## src/rtl/fetch_unit.sv

```systemverilog
// Instruction fetch stage: PC register, fetch FIFO of {pc, inst} drained by decode, flushed on redirect.
// Optional perf counters (perf_fetched, perf_stall) are built only when FETCH_PERF_CNT_EN is defined.
module fetch_unit #(
    parameter logic [31:0] RESET_PC = 32'h0000_0000,
    parameter int          DEPTH    = 4
) (
    input  logic        clk,
    input  logic        reset,
    output logic [31:0] imem_pc,
    input  logic [31:0] imem_inst,
    output logic        out_valid,
    input  logic        out_ready,
    output logic [31:0] out_pc,
    output logic [31:0] out_inst,
    input  logic        redirect_valid,
`ifdef FETCH_PERF_CNT_EN
    input  logic [31:0] redirect_pc,
    output logic [31:0] perf_fetched,
    output logic [31:0] perf_stall
`else
    input  logic [31:0] redirect_pc
`endif
);
    localparam int AW = $clog2(DEPTH);
    localparam logic [AW:0] FULL = DEPTH[AW:0];

    logic [31:0]   pc;
    logic [31:0]   pc_mem   [DEPTH];
    logic [31:0]   inst_mem [DEPTH];
    logic [AW-1:0] rd_ptr;
    logic [AW-1:0] wr_ptr;
    logic [AW:0]   count;
    logic          push;
    logic          pop;

    // Handshake: the head transfers on any cycle with out_valid && out_ready,
    // except that a redirect in the same cycle discards it instead.
    assign push      = (count != FULL) && !redirect_valid;
    assign pop       = out_valid && out_ready && !redirect_valid;
    assign out_valid = (count != '0);
    assign imem_pc   = pc;
    assign out_pc    = out_valid ? pc_mem[rd_ptr]   : 32'd0;
    assign out_inst  = out_valid ? inst_mem[rd_ptr] : 32'd0;

    always_ff @(posedge clk) begin
        if (reset) begin
            pc     <= RESET_PC;
            rd_ptr <= '0;
            wr_ptr <= '0;
            count  <= '0;
            for (int i = 0; i < DEPTH; i++) begin
                pc_mem[i]   <= 32'd0;
                inst_mem[i] <= 32'd0;
            end
        end else if (redirect_valid) begin
            pc     <= {redirect_pc[31:2], 2'b00};
            rd_ptr <= '0;
            wr_ptr <= '0;
            count  <= '0;
        end else begin
            if (push) begin
                pc_mem[wr_ptr]   <= pc;
                inst_mem[wr_ptr] <= imem_inst;
                wr_ptr           <= wr_ptr + 1'b1;
                pc               <= pc + 32'd4;
            end
            if (pop) begin
                rd_ptr <= rd_ptr + 1'b1;
            end
            // Push and pop together leave the occupancy unchanged.
            if (push && !pop) begin
                count <= count + 1'b1;
            end else if (pop && !push) begin
                count <= count - 1'b1;
            end
        end
    end

`ifdef FETCH_PERF_CNT_EN
    // Counters survive redirects; only reset clears them.
    always_ff @(posedge clk) begin
        if (reset) begin
            perf_fetched <= 32'd0;
            perf_stall   <= 32'd0;
        end else begin
            if (push) begin
                perf_fetched <= perf_fetched + 32'd1;
            end
            if (out_valid && !out_ready) begin
                perf_stall <= perf_stall + 32'd1;
            end
        end
    end
`endif

endmodule

```

## config.mk

```make
export PLATFORM = sky130hd
export DESIGN_NAME = fetch_unit
export DESIGN_NICKNAME = d
export VERILOG_FILES = /design/src/rtl/fetch_unit.sv
export SDC_FILE = /design/constraint.sdc
export NUM_CORES = 1
export LEC_CHECK = 0
export ABC_AREA = 1
export ABC_CLOCK_PERIOD_IN_PS = 3500
export BUFFER_PORTS_ARGS = -buffer_cell sky130_fd_sc_hd__buf_2
export CAP_MARGIN = 10
export CORE_UTILIZATION = 55
export CTS_CLUSTER_DIAMETER = 30
export DETAILED_ROUTE_END_ITERATION = 16
export PLACE_DENSITY = 0.76
export SYNTH_ARGS = -nofsm -noshare
export SYNTH_HDL_FRONTEND = slang
export SYNTH_SLANG_ARGS = --single-unit
```

## constraint.sdc

```tcl
create_clock -name clk -period 3.5 [get_ports clk]
set_input_delay 0 -clock clk [delete_from_list [all_inputs] [get_ports clk]]
set_output_delay 0 -clock clk [all_outputs]
set_load 0.03 [all_outputs]
```

Word level (Yosys, flattened, before mapping)
Memory sizes are Yosys's and may differ from the RTL's. A register that Yosys moved wholly into a read port is not among the register bits.
Cells that the tools add are included.
- word-level logic and storage cells: 49
- memory bits (writable): 256
- memories: 2
- bits in registers: 39
- memories (memory ; words ; bits a word ; read ports ; clocked after Yosys merged registers in ; wr ports ; line ; source):
    inst_mem ; 4 ; 32 ; 1 ; 1 ; 4 ; 29 ; logic [31:0] inst_mem [DEPTH];
    pc_mem ; 4 ; 32 ; 1 ; 1 ; 4 ; 28 ; logic [31:0] pc_mem [DEPTH];
- reductions and logical operators: 14
- $add $sub $neg: 5
- equal/unequal tests: 1
- mux-type cells: 22
- operators by type and width (cell ; count):
    two-way mux 32 bit ; 6
    OR reduction 32 bit ; 2
    adder 32 x 3 -> 32 bit, second input constant ; 1
    two-way mux 2 bit ; 6
    two-way mux 1 bit ; 8
    two-way mux 3 bit ; 2
    logical AND 1 bit ; 5
    adder 2 x 1 -> 2 bit, second input constant ; 2
    nonzero test 2 bit ; 2
    adder 3 x 1 -> 3 bit, second input constant ; 1
    zero test 1 bit ; 3
    inequality test 3 bit, second input constant ; 1
    nonzero test 3 bit ; 1
    subtractor 3 x 1 -> 3 bit, second input constant ; 1
    OR reduction 2 bit ; 1

Longest topological paths before layout
- word-level depth: 8
- mapped depth: 12
- depth with buffers taken out: 11

Worst setup path after synthesis
OpenSTA, ideal clock, no wires.
- kind: register -> register
- from: register count[0]
- to: memory inst_mem[3][0] (enable)
- setup time: 0.421 ns
- required time: 3.079 ns
- cell stages (with the launch flop): 8
- data arrival time: 2.392 ns
- path buffers: 1
- setup slack: 0.687 ns
- cell sequence: dfxtp_1 -> nor2_1 -> nand2_2 -> inv_1 -> nor2_1 -> buf_2 -> nand3_1 -> nand2_1
- RTL lines (element ; line ; source):
    start: declaration ; 32 ; logic [AW:0] count;
    start signal: assignment ; 72 ; count <= count + 1'b1;
    start signal: assignment ; 74 ; count <= count - 1'b1;
    end: declaration ; 29 ;

==> flow_results.org <==
** Layout
- The area growth from synthesis to layout is 27.76%.
- Final core utilization :: 0.7193
- Number of fill cells in the layout :: 1681
- 0 antenna diodes ended up in the layout.
- Non-Filler Instances :: 2067
- In the final layout, flip-flops and latches occupy 0.008233 sq mm.
- For this run, the post-layout net count is 1774.
- Layout cell share with drive strength beyond 1 :: 0.1751
- Summing all multi-input logic gate instances after layout gives 0.004275 sq mm.

** Floorplan
- Initial cell density of the core :: 0.5630
- 165 I/O pins were placed.
- Horizontal extent of the die :: 157.5 um
- Placeable core region :: ~0.024 sq mm
- Chip height :: between 150 and 200 um
- Die footprint :: 0.02480 sq mm
- FP Rows :: 56

** STA
- Setup total negative slack :: 0 ns
- Derived from the worst setup path, the maximum achievable clock frequency is 0.3603 GHz.
- The clock arrives with about 0.015 ns of skew.
- RSZ-0062 raised after global routing :: false
- Portion of the clock cycle consumed by the worst path in the final layout :: 0.7930
- Number of max-slew violations in the final report :: 0
- Final count of negative-setup-slack endpoints :: 0
- Final hold vios :: 0
- For the pin with the worst max-slew slack, the measured transition is 0.8869 ns.
- For the finished layout, the period the worst path requires is 2.776 ns.
- Measured against its own limit, the worst slew margin works out to 0.4088.
- Worst hold-check slack :: 0.04559 ns

** Placement
- Once detailed placement completed, the half-perimeter wirelength came to 19950 um.
- Number of port buffers :: between 150 and 200
- Placed cells :: 1887
- Routability-driven placement finished with a final weighted congestion of between 0.9 and 1.

** Synth
- Share of Yosys cell area claimed by the top area cell type :: 0.5602
- Most used flip-flop cell after synthesis :: sky130_fd_sc_hd__edfxtp_1
- Cell with the most instances after synthesis :: sky130_fd_sc_hd__nor2_1
- Cell types with the largest area share after synthesis :: sky130_fd_sc_hd__edfxtp_1, sky130_fd_sc_hd__nor2_1, sky130_fd_sc_hd__dfxtp_1
- Cell type with the highest aggregate area in the netlist :: sky130_fd_sc_hd__edfxtp_1
- #FFs+latches synth :: 287
- Averaged over all synthesized cells, the footprint is approximately 9 sq um.
- Share of async-settable or async-resettable flops after synthesis :: 0
- Counting instances in the post-synthesis netlist gives the leading cell types as sky130_fd_sc_hd__nor2_1, sky130_fd_sc_hd__edfxtp_1, sky130_fd_sc_hd__o21ai_0.
- In the synthesized netlist, the number of instances is between 1000 and 1500.
- Yosys printed 0 warnings.
- Counting flops with a built-in enable in the synthesized netlist gives 248.
- Seq/Total Area, Yosys :: 0.6189
- After synthesis the cells add up to 0.01329 sq mm.
- Counting distinct cell types in the post-synthesis netlist gives 33.

** Critical path
- Of all nets on the critical path, the largest fanout is 75.
- Launching element type of the critical path :: flop
- For the worst flop-to-flop path, the logic depth is 7.
- Crit path kind :: reg -> out
- Worst Setup End Kind :: primary output
- Endpoint arrival time on the critical path :: 2.78 ns
- Data on the critical path is required at its endpoint by 3.50 ns.

** Run status
- The flow ran to the end, and the final reports show no timing, DRC or antenna violations.

** Power and ir drop
- For this design the ratio of total power to cell area is 591.7 mW/mm^2.
- Highest ir drop seen on vdd :: around 0.43 mV
- In this run the static leakage power is 7.059 nW.

** Route
- Starting DRT DRC Count :: 1071
- The detailed router placed 11363 vias in this run.
- Wire per inst :: 17.57 um
- DRC :: 0
- Total detailed-routing wirelength :: 36310 um
- Post-route antenna net violation count :: 0
- The first detailed-routing pass ran for 5 iterations.
- Using the TritonRoute via totals, the vias-per-cell ratio works out to 5.497.

** Global routing
- Wire length of the first global-routing pass :: 55990 um
- The number of global-route vias before repair was 11137.
- For this run, the total global-route usage over all layers was measured as 0.2949.
- Maximum number of pins on one net before global-route repair :: 76
- Grt ovf :: 0
- The number of antenna violations at the first check in global routing is 0.

** Clock network
- For this design, the CTS-stage hold fixing added 80 buffers.
- After clock tree synthesis, the repair step resized 0 gates.
- Clock latency of the later-clocked register in the worst-skew pair :: 0.55 ns
- The clock passes through at most 3 buffers.
- TritonCTS clock tree :: built
- CTS placed an instance of sky130_fd_sc_hd__clkbuf_16 at the clock tree root.
- TritonCTS created between 50 and 60 clock buffers.
- Clock edge transition at the registers on the reported setup and hold paths :: 0.05 ns
- Post-CTS setup repair buffer count :: 0
- The H-tree was split into 2 levels.
- Sink count of the clock tree :: about 290

** Hold path
- The worst hold path was traced through 3 stages.
- Worst hold-check path type :: in -> reg

** Job
- Across the run, the number of max-cap violations was 0.
==> path summary, 6_finish.rpt <==
path,endpoint,slack [ns],start
worst min register to register,flop,0.48,rd_ptr[1]
worst max register to register,inst_mem[3][30],0.99,count[0]
worst max-delay path,out_pc[17],0.72,flop
worst min-delay path,imem_pc[3],0.05,redirect_valid
==> worst max-delay path: stages (launching register included) <==
cell,delay (ns)
sky130_fd_sc_hd__dfxtp_4,0.90
sky130_fd_sc_hd__buf_4,0.42
sky130_fd_sc_hd__nor2_1,0.11
sky130_fd_sc_hd__nor2_1,0.12
sky130_fd_sc_hd__o21ai_0,0.11
sky130_fd_sc_hd__a21oi_1,0.28
sky130_fd_sc_hd__buf_2,0.26
==> registers in the layout, summed over array words and instances, names as in the netlist, named ones only <==
name / flops
imem_pc: 30
inst_mem: 128
rd_ptr: 2
count: 3
pc_mem: 120
wr_ptr: 2
==> cell usage in the layout (no fill, tap or decap), drive strengths merged, types with 5 or more instances in the layout <==
cell,count
a21oi,81
nor2,504
edfxtp,248
nand2,162
clkinvlp,8
o21ai,156
a31oi,8
inv,124
clkbuf,63
xor2,7
nor3,5
dfxtp,39
nand4,8
buf,183
nand3,29
clkinv,22
dlygate4sd3,80
bufinv,5
==> per-stage QoR <==
stage | instance area, sq um | setup slack, ns | power, mW
final | 16990 | 0.7245 | 10.05
after global routing | 16990 | 0.5771 | 10.33
after CTS | 16990 | 0.7010 | 10.04
after detailed placement | 14380 | 0.9967 | 4.969
after global placement | 14380 | 1.019 | 4.945
after floorplan | 13310 | 0.6866 | 4.648
==> kinds of logic (layout without fill, tap and decap cells) <==
kind of cell / Yosys count / count (layout) / synth area share
AND/OR/NAND/NOR: 708 / 708 / 0.2110
XOR/XNOR: 11 / 11 / 0.007247
adder cells (fa/ha/maj): 3 / 3 / 0.003388
buffers and inverters: 208 / 485 / 0.06325
other: 1 / 4 / 0.0002821
flip-flops: 287 / 287 / 0.6189
AO/OA/AOI/OAI: 250 / 250 / 0.09591
==> final cells by class <==
class	count	area share
sequential	287	0.4847
multi-input combinational	976	0.2517
timing repair buffer	263	0.1070
clock buffer	63	0.08523
inverter	122	0.02704
tap	319	0.02350
clock inverter	37	0.02085
==> per-layer routing <==
metal  GRT usage  routed length [um]
met4      0.1331                1098
met2      0.5025               17840
met1      0.3706               14130
met3     0.04681                3245
met5           0                   0
==> where the power goes <==
group / switching (mW) / internal, mW / total, mW
registers: 0.0912 / 3.92 / 4.01
logic: 0.699 / 0.289 / 0.988
clock network: 1.73 / 3.32 / 5.05
Note: power is estimated with default switching activity, not from simulation.
